### src/rtl/sd_spi_sniffer_if.sv
// ============================================================================
// Module  : sd_spi_sniffer_if
// Brief   : SD-card SPI bus signals (chip select, MOSI, MISO) as seen by the sniffer.
// Rev     : 1.0
// ============================================================================
`default_nettype none

interface sd_spi_sniffer_if;
    logic CS_N;
    logic MOSI;
    logic MISO;

    modport master (output CS_N, MOSI, MISO);
    modport slave  (input  CS_N, MOSI, MISO);
endinterface

`default_nettype wire

### src/rtl/sd_spi_sniffer.sv
// ============================================================================
// Module  : sd_spi_sniffer
// Brief   : Passive SD SPI decoder: byte buffers, command/argument/R1 capture and
//           write-block tracking. Optional macro SNIFF_CRC7_CHECK_EN adds CRC7 check.
// Rev     : 1.0
// ============================================================================
`default_nettype none

module sd_spi_sniffer #(
    parameter int NCR_MAX     = 8,
    parameter int BLOCK_BYTES = 512
) (
    input  logic               CLK,
    input  logic               async_reset,
    sd_spi_sniffer_if.slave    bus,
    output logic [7:0]         MOSIBuffer,
    output logic [7:0]         MISOBuffer,
    output logic               BufferChanged,
    output logic [5:0]         MOSICommand,
    output logic               MOSICommandReadFinished,
    output logic               MOSIArgumentReadFinished,
    output logic [31:0]        MOSIArgument,
    output logic               MOSIReadSuccess,
    output logic               MOSIWaitingWriteToken,
    output logic [7:0]         R1,
    output logic [3:0]         dbg_state
);

    localparam int NCR_W = $clog2(NCR_MAX + 1);

    typedef enum logic [3:0] {
        ST_IDLE     = 4'd0,
        ST_ARG      = 4'd1,
        ST_CRC      = 4'd2,
        ST_RESP     = 4'd3,
        ST_WTOKEN   = 4'd4,
        ST_DATA     = 4'd5,
        ST_DRESP    = 4'd6,
        ST_BUSY     = 4'd7,
        ST_BUSY_END = 4'd8
    } state_t;

    state_t             state;
    logic [2:0]         bitcnt;
    logic [6:0]         mosi_sr;
    logic [6:0]         miso_sr;
    logic [1:0]         arg_cnt;
    logic [NCR_W-1:0]   ncr_cnt;
    logic [9:0]         data_cnt;

    logic               byte_done;
    logic [7:0]         mosi_byte;
    logic [7:0]         miso_byte;
    logic               cmd_start;
    logic               is_wr_cmd;
    logic               crc_ok;

    assign byte_done = (bitcnt == 3'd7);
    assign mosi_byte = {mosi_sr, bus.MOSI};
    assign miso_byte = {miso_sr, bus.MISO};
    assign is_wr_cmd = (MOSICommand == 6'd24) || (MOSICommand == 6'd25);
    assign dbg_state = state;

    // A start byte re-syncs decoding from IDLE, or mid-transaction once a frame was
    // accepted; never inside a data block where payload bytes may look like commands.
    assign cmd_start = (mosi_byte[7:6] == 2'b01) &&
                       ((state == ST_IDLE) || (MOSIReadSuccess && (state != ST_DATA)));

`ifdef SNIFF_CRC7_CHECK_EN
    logic [6:0] crc7;

    function automatic logic [6:0] crc7_step(input logic [6:0] crc, input logic [7:0] data);
        logic [6:0] c;
        logic       fb;
        c = crc;
        for (int i = 7; i >= 0; i--) begin
            fb = c[6] ^ data[i];
            c  = {c[5:0], 1'b0} ^ (fb ? 7'h09 : 7'h00);
        end
        return c;
    endfunction

    always_ff @(posedge CLK or posedge async_reset) begin
        if (async_reset) begin
            crc7 <= 7'd0;
        end else if (!bus.CS_N && byte_done) begin
            if (cmd_start) begin
                crc7 <= crc7_step(7'd0, mosi_byte);
            end else if (state == ST_ARG) begin
                crc7 <= crc7_step(crc7, mosi_byte);
            end
        end
    end

    assign crc_ok = (mosi_byte[7:1] == crc7) && mosi_byte[0];
`else
    assign crc_ok = mosi_byte[0];
`endif

    always_ff @(posedge CLK or posedge async_reset) begin
        if (async_reset) begin
            state                    <= ST_IDLE;
            bitcnt                   <= 3'd0;
            mosi_sr                  <= 7'd0;
            miso_sr                  <= 7'd0;
            arg_cnt                  <= 2'd0;
            ncr_cnt                  <= '0;
            data_cnt                 <= 10'd0;
            MOSIBuffer               <= 8'hFF;
            MISOBuffer               <= 8'hFF;
            BufferChanged            <= 1'b0;
            MOSICommand              <= 6'd0;
            MOSICommandReadFinished  <= 1'b0;
            MOSIArgumentReadFinished <= 1'b0;
            MOSIArgument             <= 32'd0;
            MOSIReadSuccess          <= 1'b0;
            MOSIWaitingWriteToken    <= 1'b0;
            R1                       <= 8'hFF;
        end else if (bus.CS_N) begin
            bitcnt                   <= 3'd0;
            state                    <= ST_IDLE;
            BufferChanged            <= 1'b0;
            MOSICommandReadFinished  <= 1'b0;
            MOSIArgumentReadFinished <= 1'b0;
            MOSIReadSuccess          <= 1'b0;
            MOSIWaitingWriteToken    <= 1'b0;
        end else begin
            bitcnt        <= bitcnt + 3'd1;
            mosi_sr       <= mosi_byte[6:0];
            miso_sr       <= miso_byte[6:0];
            BufferChanged <= byte_done;
            if (byte_done) begin
                MOSIBuffer <= mosi_byte;
                MISOBuffer <= miso_byte;
                if (cmd_start) begin
                    MOSICommand              <= mosi_byte[5:0];
                    MOSICommandReadFinished  <= 1'b1;
                    MOSIArgumentReadFinished <= 1'b0;
                    MOSIReadSuccess          <= 1'b0;
                    MOSIWaitingWriteToken    <= 1'b0;
                    arg_cnt                  <= 2'd0;
                    state                    <= ST_ARG;
                end else begin
                    case (state)
                        ST_IDLE: begin
                            MOSICommandReadFinished  <= 1'b0;
                            MOSIArgumentReadFinished <= 1'b0;
                            MOSIWaitingWriteToken    <= 1'b0;
                        end
                        ST_ARG: begin
                            MOSIArgument <= {MOSIArgument[23:0], mosi_byte};
                            arg_cnt      <= arg_cnt + 2'd1;
                            if (arg_cnt == 2'd3) begin
                                MOSIArgumentReadFinished <= 1'b1;
                                state                    <= ST_CRC;
                            end
                        end
                        ST_CRC: begin
                            if (crc_ok) begin
                                MOSIReadSuccess <= 1'b1;
                                ncr_cnt         <= '0;
                                state           <= ST_RESP;
                            end else begin
                                MOSICommandReadFinished  <= 1'b0;
                                MOSIArgumentReadFinished <= 1'b0;
                                state                    <= ST_IDLE;
                            end
                        end
                        ST_RESP: begin
                            if (!miso_byte[7]) begin
                                R1 <= miso_byte;
                                if (is_wr_cmd && (miso_byte == 8'h00)) begin
                                    MOSIWaitingWriteToken <= 1'b1;
                                    state                 <= ST_WTOKEN;
                                end else begin
                                    state <= ST_IDLE;
                                end
                            end else if (ncr_cnt == NCR_W'(NCR_MAX)) begin
                                MOSIReadSuccess <= 1'b0;
                                state           <= ST_IDLE;
                            end else begin
                                ncr_cnt <= ncr_cnt + 1'b1;
                            end
                        end
                        ST_WTOKEN: begin
                            if (((mosi_byte == 8'hFE) && (MOSICommand == 6'd24)) ||
                                ((mosi_byte == 8'hFC) && (MOSICommand == 6'd25))) begin
                                MOSIWaitingWriteToken <= 1'b0;
                                data_cnt              <= 10'd0;
                                state                 <= ST_DATA;
                            end else if ((mosi_byte == 8'hFD) && (MOSICommand == 6'd25)) begin
                                MOSIWaitingWriteToken <= 1'b0;
                                state                 <= ST_BUSY_END;
                            end
                        end
                        ST_DATA: begin
                            // Payload plus the two CRC16 bytes.
                            if (data_cnt == 10'(BLOCK_BYTES + 1)) begin
                                state <= ST_DRESP;
                            end else begin
                                data_cnt <= data_cnt + 10'd1;
                            end
                        end
                        ST_DRESP: begin
                            if (!miso_byte[4] && miso_byte[0]) begin
                                state <= ST_BUSY;
                            end
                        end
                        ST_BUSY: begin
                            if (miso_byte != 8'h00) begin
                                if (MOSICommand == 6'd25) begin
                                    MOSIWaitingWriteToken <= 1'b1;
                                    state                 <= ST_WTOKEN;
                                end else begin
                                    MOSIReadSuccess <= 1'b0;
                                    state           <= ST_IDLE;
                                end
                            end
                        end
                        ST_BUSY_END: begin
                            if (miso_byte != 8'h00) begin
                                MOSIReadSuccess <= 1'b0;
                                state           <= ST_IDLE;
                            end
                        end
                        default: state <= ST_IDLE;
                    endcase
                end
            end
        end
    end

endmodule

`default_nettype wire

### src/flat_wrapper.sv
// flat-port wrapper written by rule: the top's interface ports become plain ports
module sd_spi_sniffer_flat 
#(
    parameter int NCR_MAX     = 8,
    parameter int BLOCK_BYTES = 512
)
  (CLK, async_reset, MOSIBuffer, MISOBuffer, BufferChanged, MOSICommand, MOSICommandReadFinished, MOSIArgumentReadFinished, MOSIArgument, MOSIReadSuccess, MOSIWaitingWriteToken, R1, dbg_state, bus_CS_N, bus_MOSI, bus_MISO);
  sd_spi_sniffer_if bus_i ();
  input  logic CLK;
  input  logic async_reset;
  output logic [7:0] MOSIBuffer;
  output logic [7:0] MISOBuffer;
  output logic BufferChanged;
  output logic [5:0] MOSICommand;
  output logic MOSICommandReadFinished;
  output logic MOSIArgumentReadFinished;
  output logic [31:0] MOSIArgument;
  output logic MOSIReadSuccess;
  output logic MOSIWaitingWriteToken;
  output logic [7:0] R1;
  output logic [3:0] dbg_state;
  input wire logic [$bits(bus_i.CS_N)-1:0] bus_CS_N;
  input wire logic [$bits(bus_i.MOSI)-1:0] bus_MOSI;
  input wire logic [$bits(bus_i.MISO)-1:0] bus_MISO;
  assign bus_i.CS_N = bus_CS_N;
  assign bus_i.MOSI = bus_MOSI;
  assign bus_i.MISO = bus_MISO;
  sd_spi_sniffer #(.NCR_MAX(NCR_MAX), .BLOCK_BYTES(BLOCK_BYTES)) u_core (.CLK(CLK), .async_reset(async_reset), .bus(bus_i), .MOSIBuffer(MOSIBuffer), .MISOBuffer(MISOBuffer), .BufferChanged(BufferChanged), .MOSICommand(MOSICommand), .MOSICommandReadFinished(MOSICommandReadFinished), .MOSIArgumentReadFinished(MOSIArgumentReadFinished), .MOSIArgument(MOSIArgument), .MOSIReadSuccess(MOSIReadSuccess), .MOSIWaitingWriteToken(MOSIWaitingWriteToken), .R1(R1), .dbg_state(dbg_state));
endmodule
### config.mk
export PLATFORM = sky130hd
export DESIGN_NAME = sd_spi_sniffer_flat
export DESIGN_NICKNAME = d
export VERILOG_FILES = /design/src/rtl/sd_spi_sniffer_if.sv /design/src/rtl/sd_spi_sniffer.sv /design/src/flat_wrapper.sv
export SDC_FILE = /design/constraint.sdc
export NUM_CORES = 1
export LEC_CHECK = 0
export CORE_MARGIN = 2
export CORE_UTILIZATION = 49
export DETAILED_ROUTE_END_ITERATION = 12
export PLACE_DENSITY = 0.81
export SLEW_MARGIN = 20
export SYNTH_ARGS = -nofsm -noshare
export SYNTH_HDL_FRONTEND = slang
export SYNTH_SLANG_ARGS = --single-unit
### constraint.sdc
create_clock -name CLK -period 3.33 [get_ports CLK]
set_input_delay 0.666 -clock CLK [delete_from_list [all_inputs] [get_ports CLK]]
set_output_delay 0.666 -clock CLK [all_outputs]
set_load 0.1 [all_outputs]
### Word-level counts from Yosys, hierarchy flattened

Cells that the tools add are included.

| cells by class | value |
|---|---|
| add/subtract/negate cells | 4 |
| reduce and logical (&&, ||, !) cells | 34 |
| bitwise gates (word level) | 3 |
| muxes and demuxes | 57 |
| equality and inequality tests | 40 |

Operator list:

| operator | number |
|---|---|
| 4-bit 2-to-1 mux | 15 |
| 4-bit by 2-bit != test with 1-bit output, second input constant | 9 |
| 4-bit one-hot mux with 9 select lines | 1 |
| 1-bit 2-to-1 mux | 27 |
| 8-bit == test, second input constant | 3 |
| 10-bit 2-to-1 mux | 2 |
| 10-bit one-hot mux with 2 select lines | 1 |
| 4-bit by 3-bit == test with 1-bit output, second input constant | 4 |
| 4-bit by 3-bit != test with 1-bit output, second input constant | 4 |
| 7-bit AND reduction | 2 |
| 6-bit by 5-bit == test with 1-bit output, second input constant | 2 |
| 6-bit nonzero test | 2 |
| 10-bit by 1-bit adder with 10-bit output, second input constant | 1 |
| 10-bit == test, second input constant | 1 |
| 3-bit 2-to-1 mux | 3 |
| 3-bit AND reduction | 3 |
| 9-bit AND reduction | 1 |
| 4-bit by 2-bit == test with 1-bit output, second input constant | 2 |
| 4-bit == test, second input constant | 2 |
| 8-bit zero test | 1 |
| 1-bit one-hot mux with 4 select lines | 2 |
| 4-bit one-hot mux with 2 select lines | 1 |
| 4-bit AND reduction | 2 |
| 8-bit AND reduction | 1 |
| other kinds (28) | 46 |

| word-level totals | value |
|---|---|
| bits in registers | 104 |
| input port bits | 5 |
| output and inout bits | 71 |

### Longest topological paths before layout

| logic depth | value |
|---|---|
| word-level depth | 9 |
| gate-level depth with buffers | 8 |
| mapped depth without buffers | 7 |

### Least setup slack after synthesis

Ideal clock, no wire load.

| timing path | value |
|---|---|
| path kind | register to register |
| from | register u_core.state[1] (netlist: u_core.dbg_state[1]) |
| to | register u_core.R1[0] |
| setup slack | 673 ps |
| data required time | 3248 ps |
| arrival | 2575 ps |
| buffers on the path | 2 |
| library setup time | 82 ps |
| cell stages (with the launch flop) | 6 |
| path through | dfrtp_1 > buf_2 > or4bb_1 > or3_1 > clkbuf_1 > mux2_2 |

| between the ends | value |
|---|---|
| word-level cells in the longest chain between the ends | 6 |

RTL lines:

| item | line | source |
|---|---|---|
| start: declaration | sd_spi_sniffer.sv:43 | `state_t state;` |
| start signal: assignment | sd_spi_sniffer.sv:102 | `state <= ST_IDLE;` |
| start signal: assignment | sd_spi_sniffer.sv:121 | `state <= ST_IDLE;` |
| start signal: assignment | sd_spi_sniffer.sv:142 | `state <= ST_ARG;` |
| 4-bit by 3-bit != test with 1-bit output | sd_spi_sniffer.sv:67 | `((state == ST_IDLE) \|\| (MOSIReadSuccess && (state != ST_DATA)));` |
| 1-bit logical AND | sd_spi_sniffer.sv:67 |  |
| 1-bit logical OR | sd_spi_sniffer.sv:67 |  |
| 1-bit logical AND | sd_spi_sniffer.sv:66 | `assign cmd_start = (mosi_byte[7:6] == 2'b01) &&` |
| 1-bit inverter (no source line) | -- |  |
| 5-bit AND reduction (no source line) (*) | -- |  |
| end signal: assignment | sd_spi_sniffer.sv:171 | `R1 <= miso_byte;` |
| end: declaration | sd_spi_sniffer.sv:25 | `output logic [7:0] R1,` |

Every way passes the cells marked *; elsewhere a longest branch is shown, timed or not.
A chain may end at the register's enable or synchronous reset.

### Worst setup path in the final report

| timing path | value |
|---|---|
| from | register u_core.state[3] (netlist: u_core.dbg_state[3]) |
| to | register u_core.MOSIArgument[3] |

| between the ends | value |
|---|---|
| word-level cells in the longest chain between the ends | 6 |

RTL lines:

| item | line | source |
|---|---|---|
| 4-bit by 3-bit != test with 1-bit output | sd_spi_sniffer.sv:67 |  |
| 1-bit logical AND | sd_spi_sniffer.sv:67 |  |
| 1-bit logical OR | sd_spi_sniffer.sv:67 |  |
| 1-bit logical AND | sd_spi_sniffer.sv:66 |  |
| 1-bit inverter (no source line) | -- |  |
| 4-bit AND reduction (no source line) (*) | -- |  |
| end signal: assignment | sd_spi_sniffer.sv:151 | `MOSIArgument <= {MOSIArgument[23:0], mosi_byte};` |
| end: declaration | sd_spi_sniffer.sv:22 | `output logic [31:0] MOSIArgument,` |

Marked as above.

==> results.yml <==
global_routing:
  grtUsageTotal: 0.206
  grt_pass1_vias: 3298
  overflow: 0
  antenna_found_initial: 0
  grt_max_degree: 46
  grt_pass1_wl_mm: 16.9
synth:
  synth_flop_cell: "dfrtp_1"
  synthesis.area_sq_mm: 0.00484
  synth.area.top_cells: "dfrtp_1 41%, mux2_2 17%, dfstp_2 13%"
  synth.most_common_cell: "dfrtp_1"
  netlist_top_cells_count: "80 x dfrtp_1, 71 x mux2_2, 32 x nand2_1, 24 x dfstp_2, 18 x o21ai_0"
  synth.avg_cell_area_sq_um: 12.1
  ys.warnings.count: 0
  ys_seq_elements: 104
  ys_types: 57
  yosysTopAreaCell: "dfrtp_1"
  syn_nets: 412
  synth_edf_count: 0
  async_flop_share: 1.00
  synthCells: 400
  seq_area_frac_synth: 0.544
  synth_top_cell_area_share: 0.414
floorplanning:
  floorplan.initialDensity: 0.500
  num_rows: 36
  die_w_microns: 103
  dieArea_sq_mm: 0.0107
  fp.coreArea_sq_mm: 0.00968
  pin_count: 76
  dieHeight_microns: 103
timing:
  fmax_mhz: 405
  slew_headroom: 0.562
  clock_skew_ps: 8.75
  period_share: 0.742
  period_needed_ps: 2470
  worst_slew_pin_slew_ps: 641
  drv_slew: 0
  hold_viol_final: 0
  fin_ws_ps: 859
  rsz0062_at_grt: "false"
  tns_ps: 0
  setup_violations: 0
clocking:
  cts.htree.levels: 3
  numClockSinks: 104
  cts-resized-gates: 0
  cts_buffers: 9
  clk_latency_ps: 360
  hold_buffers: 0
  root_buffer: "clkbuf_8"
  post_cts_buffers: 0
  cts_buffer_depth: 2
  path_clk_slew_ps: 100
  cts_tree: "built"
layout:
  design_area_sq_mm: 0.00577
  syn_to_final_growth_pct: 19.3
  drive_gt1_frac: 0.426
  diodes: 0
  nNetsFinal: 488
  nFillCells: 812
min_path:
  hold_class: "flop to flop"
  hold_depth: 1
power_and_ir_drop:
  p_seq_frac: 0.557
  switchingPower_mw: 0.753
  p_clk_frac: 0.309
  ir_drop_v: 0.000348
  combinationalPowerShare: 0.134
  powerDensity_mw_per_mm2: 441
  internal-power_mw: 1.79
  netSwitchingFraction: 0.296
  leakagePower_nw: 2.66
detailed_routing:
  viasPerCell: 5.69
  via_count: 3494
  detail_route.first_pass.iterations: 4
  drt_wl_total_mm: 10.3
  drt_iter0_markers: 211
  ant_nets: 0
  drc: 0
  post_drt_wl_per_cell_microns: 16.8
flow_run:
  cap_viol_max_count: 0
status:
  status: "completed"
placed_design:
  numPortBuffers: 75
  dpl_cell_area_sq_mm: 0.00558
  dp_hpwl_mm: 7.39
  dpl_worst_slack_ps: 542
  place.gp.congestion: 0.883
critical_path:
  worst_ep_required_time_ps: 3580
  worst-r2r-cell-count: 6
  critPathMaxFanout: 36
  cpMostUsedCell: "buf_4"
  endpoint_kind: "flop"
  cp_cell_sequence: "buf_4, nor4_1, o2111ai_1, nand3_2, buf_4, mux2_2"
  critPathMaxStageDelay_ps: 470
  critPathKind: "flop to flop"
  arrival_ps: 2720
  startpoint_type: "flop"
  cp_slowest_cell: "nor4_1"
## logic make-up (layout without fill, tap and decap cells)
group	after synthesis	after routing	share of synthesized area
AOI/OAI and AO/OA	74	74	0.113
xor gates and xnor gates	1	1	0.00181
adders and majority gates	7	7	0.0181
buffers and inverters	33	114	0.0318
DFF	104	104	0.544
muxes	71	71	0.165
and+or+nand+nor	110	110	0.126
## cell usage in the layout, fill, tap and decap left out, types with 3 or more instances in the layout
master / netlist / final
nand4_1: 4 / 4
nor2b_1: 4 / 3
dfstp_2: 24 / 24
clkbuf_8: 0 / 9
mux2_2: 71 / 71
o21ai_0: 18 / 18
or3_1: 4 / 4
dfrtp_1: 80 / 80
o31ai_1: 8 / 8
o41ai_1: 4 / 4
clkinvlp_4: 0 / 3
o211ai_1: 7 / 7
nor2_1: 15 / 15
nand2b_1: 4 / 4
ha_1: 7 / 7
inv_1: 12 / 11
and2_1: 3 / 3
nand2_1: 32 / 32
nor3_1: 6 / 6
o21a_1: 3 / 3
clkdlybuf4s50_1: 0 / 4
a21oi_1: 5 / 5
nand3_1: 10 / 9
nor4_1: 7 / 7
buf_4: 0 / 81
or4_1: 5 / 5
a31oi_1: 4 / 4
## area by class of cell
type / instances / area (sq um) / area share
Tap cell: 133 / 166 / 0.0288
Timing Repair Buffer: 86 / 668 / 0.116
Sequential cell: 104 / 2630 / 0.456
Inverter: 12 / 48.8 / 0.00846
Clock inverter: 6 / 67.6 / 0.0117
Clock buffer: 10 / 128 / 0.0221
Multi-Input combinational cell: 263 / 2060 / 0.357
## flip-flops by register name, summed over array words and instances (netlist names)
name / cells
u_core.MOSIArgumentReadFinished: 1
u_core.MOSIWaitingWriteToken: 1
u_core.MOSICommandReadFinished: 1
u_core.MISOBuffer: 8
u_core.BufferChanged: 1
u_core.data_cnt: 10
u_core.R1: 8
u_core.arg_cnt: 2
u_core.dbg_state: 4
u_core.MOSICommand: 6
u_core.bitcnt: 3
u_core.MOSIReadSuccess: 1
u_core.miso_sr: 7
u_core.mosi_sr: 7
u_core.ncr_cnt: 4
u_core.MOSIArgument: 32
u_core.MOSIBuffer: 8
## worst paths after layout
path	startpoint	endpoint	slack [ps]
hold / removal	u_core.bitcnt[0]	u_core.bitcnt[0]	430
max in group asynchronous	async_reset	u_core.MOSIBuffer[6]	1770
min in group asynchronous	async_reset	u_core.mosi_sr[6]	690
setup / recovery	u_core.dbg_state[3]	u_core.MOSIArgument[3]	860
setup reg to reg	u_core.dbg_state[3]	u_core.MOSIArgument[3]	860
hold reg to reg	u_core.bitcnt[0]	u_core.bitcnt[0]	430
## worst max-delay path, delay by kind of cell, from the launching register on
| kind | cells | cell delay [ps] |
|---|---|---|
| AND/OR/NAND/NOR | 2 | 610 |
| buffers and inverters | 2 | 590 |
| flip-flops | 1 | 440 |
| multiplexers | 1 | 390 |
| AO/OA/AOI/OAI | 1 | 300 |
## power groups by stage
stage	logic, mW	clock network, mW	registers [mW]
detailed placement	0.342	0	1.44
global route	0.363	0.863	1.43
finish	0.340	0.786	1.42
floorplan	0.143	0	1.54
global placement	0.335	0	1.44
CTS	0.343	0.814	1.42
## metrics by stage
stage / cells / total power [mW] / util / hold slack, ps
final: 614 / 2.55 / 0.596 / 435
after CTS: 614 / 2.58 / 0.596 / 437
after global placement: 598 / 1.77 / 0.576 / 417
after global routing: 614 / 2.66 / 0.596 / 455
after detailed placement: 598 / 1.79 / 0.576 / 423
after floorplan: 400 / 1.69 / - / 403
## per-layer routing
layer,vias to the layer above,global-route usage,wire (microns)
met1,1739,0.300,4670
met5,-,0,0
met4,0,0.0779,195
li1,1635,-,-
met2,103,0.310,4880
met3,17,0.0349,550
(Power assumes the default switching activity.)
